<file path="config.mk">
export PLATFORM = sky130hd
export DESIGN_NAME = bits2bytes_stream
export DESIGN_NICKNAME = d
export VERILOG_FILES = /design/src/rtl/bits2bytes_stream.sv
export SDC_FILE = /design/constraint.sdc
export NUM_CORES = 1
export LEC_CHECK = 0
export BUFFER_PORTS_ARGS = -buffer_cell sky130_fd_sc_hd__buf_4
export CAP_MARGIN = 20
export CORE_MARGIN = 3
export CORE_UTILIZATION = 35
export DETAILED_ROUTE_END_ITERATION = 12
export PLACE_DENSITY = 0.62
export SLEW_MARGIN = 20
export SYNTH_ARGS = -nofsm -noshare
export SYNTH_HDL_FRONTEND = slang
export SYNTH_SLANG_ARGS = --single-unit
</file>
<file path="constraint.sdc">
create_clock -name clk_i -period 5.2 [get_ports clk_i]
set_input_delay 0.52 -clock clk_i [delete_from_list [all_inputs] [get_ports clk_i]]
set_output_delay 0.52 -clock clk_i [all_outputs]
set_load 0.02 [all_outputs]
</file>
<file path="src/rtl/bits2bytes_stream.sv">
// Streaming bit packer: IN_W-bit words in, LSB-first byte stream out.
// An in_last_i word arms a flush that drains the remaining bits, zero-padding the last byte.
module bits2bytes_stream #(
  parameter int IN_W = 12
) (
  input  logic            clk_i,
  input  logic            rst_ni,
  input  logic            in_valid_i,
  output logic            in_ready_o,
  input  logic [IN_W-1:0] in_data_i,
  input  logic            in_last_i,
  output logic            out_valid_o,
  input  logic            out_ready_i,
  output logic [7:0]      out_data_o,
  output logic            out_last_o
);

  localparam int ACC_W = IN_W + 15;
  localparam int CNT_W = $clog2(ACC_W + 1);
  localparam logic [CNT_W-1:0] C0  = '0;
  localparam logic [CNT_W-1:0] C8  = CNT_W'(8);
  localparam logic [CNT_W-1:0] C15 = CNT_W'(15);
  localparam logic [CNT_W-1:0] CIN = CNT_W'(IN_W);

  logic [ACC_W-1:0] acc_q, acc_d, base;
  logic [CNT_W-1:0] cnt_q, cnt_d, n;
  logic             flush_q, flush_d;
  logic             in_fire, out_fire;

  // Ready is register-only so upstream never sees a combinational path from out_ready_i.
  assign in_ready_o  = !flush_q && (cnt_q <= C15);
  assign out_valid_o = (cnt_q >= C8) || (flush_q && (cnt_q != C0));
  assign out_last_o  = flush_q && (cnt_q <= C8) && (cnt_q != C0);
  assign out_data_o  = acc_q[7:0];

  assign in_fire  = in_valid_i && in_ready_o;
  assign out_fire = out_valid_o && out_ready_i;

  always_comb begin
    base    = out_fire ? (acc_q >> 8) : acc_q;
    n       = cnt_q;
    if (out_fire) n = (cnt_q > C8) ? (cnt_q - C8) : C0;
    acc_d   = base;
    cnt_d   = n;
    flush_d = flush_q;
    // New bits land just above the surviving ones; bits >= cnt stay zero, which pads the tail.
    if (in_fire) begin
      acc_d   = base | (ACC_W'(in_data_i) << n);
      cnt_d   = n + CIN;
      flush_d = flush_q | in_last_i;
    end
    if (out_fire && out_last_o) begin
      acc_d   = '0;
      cnt_d   = C0;
      flush_d = 1'b0;
    end
  end

  always_ff @(posedge clk_i or negedge rst_ni) begin
    if (!rst_ni) begin
      acc_q   <= '0;
      cnt_q   <= '0;
      flush_q <= 1'b0;
    end else begin
      acc_q   <= acc_d;
      cnt_q   <= cnt_d;
      flush_q <= flush_d;
    end
  end

endmodule
</file>
==> impl_metrics.json <==
{
  "maxSlewHeadroom_pct": 41.9,
  "synth_flop_cell": "dfrtp_1",
  "fin_tns_setup_ns": 0,
  "fp.dieW_um": 87.8,
  "worstPathCellList": "nand4bb_1, nand2_1, inv_1, o31a_1, a221oi_1, o22ai_1",
  "synth-edff-count": 0,
  "clkPwrFrac_pct": 16.2,
  "switching_power_uw": 545,
  "r2r-end": "acc_q[12]",
  "synth_area_mm2": 0.00234,
  "firstDrtPassIters": 5,
  "synth_top_area_share_pct": 35.2,
  "row_count": 29,
  "path_class": "reg -> reg",
  "avgRoutedWirePerCell_um": 18.9,
  "nets": 297,
  "die-area_mm2": 0.00771,
  "fin_crit_sh_pct": 52.4,
  "path_depth": 6,
  "fillCellCount": 644,
  "post-synth-top-count-cell": "nand2_1",
  "arrival_ns": 2.87,
  "dp_hpwl_mm": 4.89,
  "required_ns": 5.35,
  "globalplace.congestion": 0.951,
  "port_buffers": 27,
  "ctsHoldBuffers": 0,
  "cts_tree": "yes",
  "cp-end-kind": "register",
  "cp_num_buf_inv": 1,
  "grt_max_degree": 34,
  "routed_wirelength_mm": 6.76,
  "cts_buffer_depth": 2,
  "die_y_um": 87.8,
  "clk_pin_slew_worst_paths_ns": 0.08,
  "cpPeakStageDelay_ns": 0.83,
  "grt_overflow": 0,
  "ios": 28,
  "clock-sinks": 33,
  "grt-busiest-layer": "met2",
  "min_path_type": "in -> async",
  "syn-num-nets": 288,
  "coreArea_mm2": 0.00642,
  "rr_startpoint": "cnt_q[3]",
  "maxCapViolCount": 0,
  "finalHoldViolCount": 0,
  "cts.repair.resized": 0,
  "vias": 2188,
  "internal_power_uw": 669,
  "grt_pass1_wl_mm": 11.2,
  "post-synth-top-area-cell": "dfrtp_1",
  "worst_setup_path_start_kind": "register",
  "skew_ns": 0.00691,
  "grt_use_met1_pct": 27.4,
  "vias_per_cell": 6.13,
  "synth_seq_cells": 33,
  "status": "finished, final reports clean",
  "met2_usage_pct": 28.2,
  "grtUsageMet3_pct": 2.92,
  "grt_pass1_vias": 2068,
  "cp_slowest_cell": "nand4bb_1",
  "drc": 0,
  "fin_crit_ns": 2.72,
  "syn_inst": 270,
  "finalMaxSlewViolations": 0,
  "synth.distinct_cells": 59,
  "swShare_pct": 44.9,
  "syn2layout_area_growth_pct": 10.4,
  "synthArstFlopShare_pct": 100,
  "cts_max_level": 2,
  "combPwrFrac_pct": 49.4,
  "rsz0062_at_grt": "no",
  "synth_common_cells": "43 x nand2_1, 33 x dfrtp_1, 17 x mux2i_1, 17 x o21ai_0, 11 x buf_2",
  "ys_seq_area_share_pct": 35.2,
  "initial_core_util_pct": 36.5,
  "worst_pin_slew_ns": 0.867,
  "multiInputGateArea_mm2": 0.00134,
  "ant_nets": 0,
  "cts_made_buffers": 5,
  "p_leak_uw": 0.00107,
  "max_freq_mhz": 367,
  "synthTopCellsByArea": "dfrtp_1 35%, mux2i_1 7.3%, nand2_1 6.9%",
  "ys_warn_count": 0,
  "clock_latency_ns": 0.30,
  "crit_family": "simple AND/OR/NAND/NOR gates",
  "drive_gt1_share_pct": 17.9,
  "regArea_um2": 826,
  "total_power_uw": 1210,
  "setup-violations-final": 0,
  "reg2reg_slack_ns": 2.48,
  "cp_max_fo": 22,
  "antenna_found_initial": 0,
  "cts-root-buf": "clkbuf_8",
  "power_density_mw_per_mm2": 469,
  "r2r_cells": 6,
  "gr-usage-all-layers_pct": 18.6,
  "first_iter_violations": 172,
  "p_seq_share_pct": 34.4,
  "cts_post_setup_buffers_inserted": 0,
  "antenna_cells": 0,
  "syn_avg_cell_area_um2": 8.68,
  "irDropWorstVdd_v": 0.000181
}
[worst reg2reg max path: stages (launching register included)]
cell	delay, ns
dfrtp_1	0.50
nand4bb_1	0.83
nand2_1	0.40
inv_1	0.13
o31a_1	0.35
a221oi_1	0.25
o22ai_1	0.12
[cell type report]
cell class / count / area share (%)
Clock buffer: 5 / 2.66
Sequential cell: 33 / 31.9
Tap cell: 77 / 3.72
Multi-Input combinational cell: 204 / 51.9
Inverter: 7 / 1.02
Timing Repair Buffer: 28 / 8.12
Clock inverter: 3 / 0.677
[sequential cells by signal, indices dropped and copies added, names as in the netlist]
name / flops
flush_q: 1
acc_q: 27
cnt_q: 5
[metal layers]
metal  part of all wire, %  wire length (um)
met1                    48              3210
met5                     0                 0
met2                    45              3060
met3                   6.1               414
met4                   1.1                71
[kinds of logic after synthesis]
family,synth area share (%)
XOR/XNOR,0.374
buffers and inverters,7.47
AND/OR/NAND/NOR,20.0
flip-flops,35.2
adder cells (fa/ha/maj),0.534
AO/OA/AOI/OAI,26.2
multiplexers,10.1
[metrics by stage]
stage / utilization (%) / instances / hold WS, ns / worst slack, ns / cell area, um2
after CTS: 40.3 / 357 / 0.189 / 2.54 / 2590
after global routing: 40.3 / 357 / 0.199 / 2.26 / 2590
after floorplan: - / 270 / 0.224 / 3.43 / 2340
after detailed placement: 38.9 / 349 / 0.463 / 2.50 / 2500
final: 40.3 / 357 / 0.157 / 2.48 / 2590
after global placement: 38.9 / 349 / 0.459 / 2.57 / 2500
[cell usage in the layout, fill, tap and decap left out, types with 3 or more instances in the layout]
| master | netlist | final |
|---|---|---|
| nand2_1 | 43 | 43 |
| dfrtp_1 | 33 | 33 |
| buf_4 | 10 | 28 |
| mux2i_1 | 17 | 17 |
| o21ai_0 | 17 | 17 |
| a31oi_1 | 10 | 10 |
| a21oi_1 | 9 | 9 |
| nor2_1 | 8 | 8 |
| o22ai_1 | 8 | 8 |
| nand3_1 | 7 | 7 |
| mux2_2 | 6 | 6 |
| nor2b_1 | 5 | 5 |
| inv_1 | 5 | 5 |
| clkbuf_8 | 0 | 5 |
| nor3_1 | 4 | 4 |
| a32oi_1 | 4 | 4 |
| and2_1 | 4 | 4 |
| o221ai_1 | 4 | 4 |
| a22oi_1 | 4 | 4 |
| and3_1 | 3 | 3 |
| nand4_1 | 3 | 3 |
| o31a_1 | 3 | 3 |
| a21boi_0 | 3 | 3 |
[power by group through the flow]
stage               combinational [uW]  sequential (uW)  clock (uW)
finish                             600              417         197
global route                       649              430         209
CTS                                598              416         199
detailed placement                 597              421           0
global placement                   596              416           0
floorplan                          501              370           0
[how the worst max path moves through the flow]
stage / endpoint / slack [ns] / start
floorplan: acc_q[12] / 3.43 / cnt_q[1]
global placement: acc_q[12] / 2.57 / out_ready_i
detailed placement: acc_q[12] / 2.50 / out_ready_i
CTS: acc_q[12] / 2.54 / cnt_q[4]
global route: acc_q[12] / 2.26 / cnt_q[4]
finish: acc_q[12] / 2.48 / cnt_q[3]
Note: power is estimated with default switching activity, not from simulation.
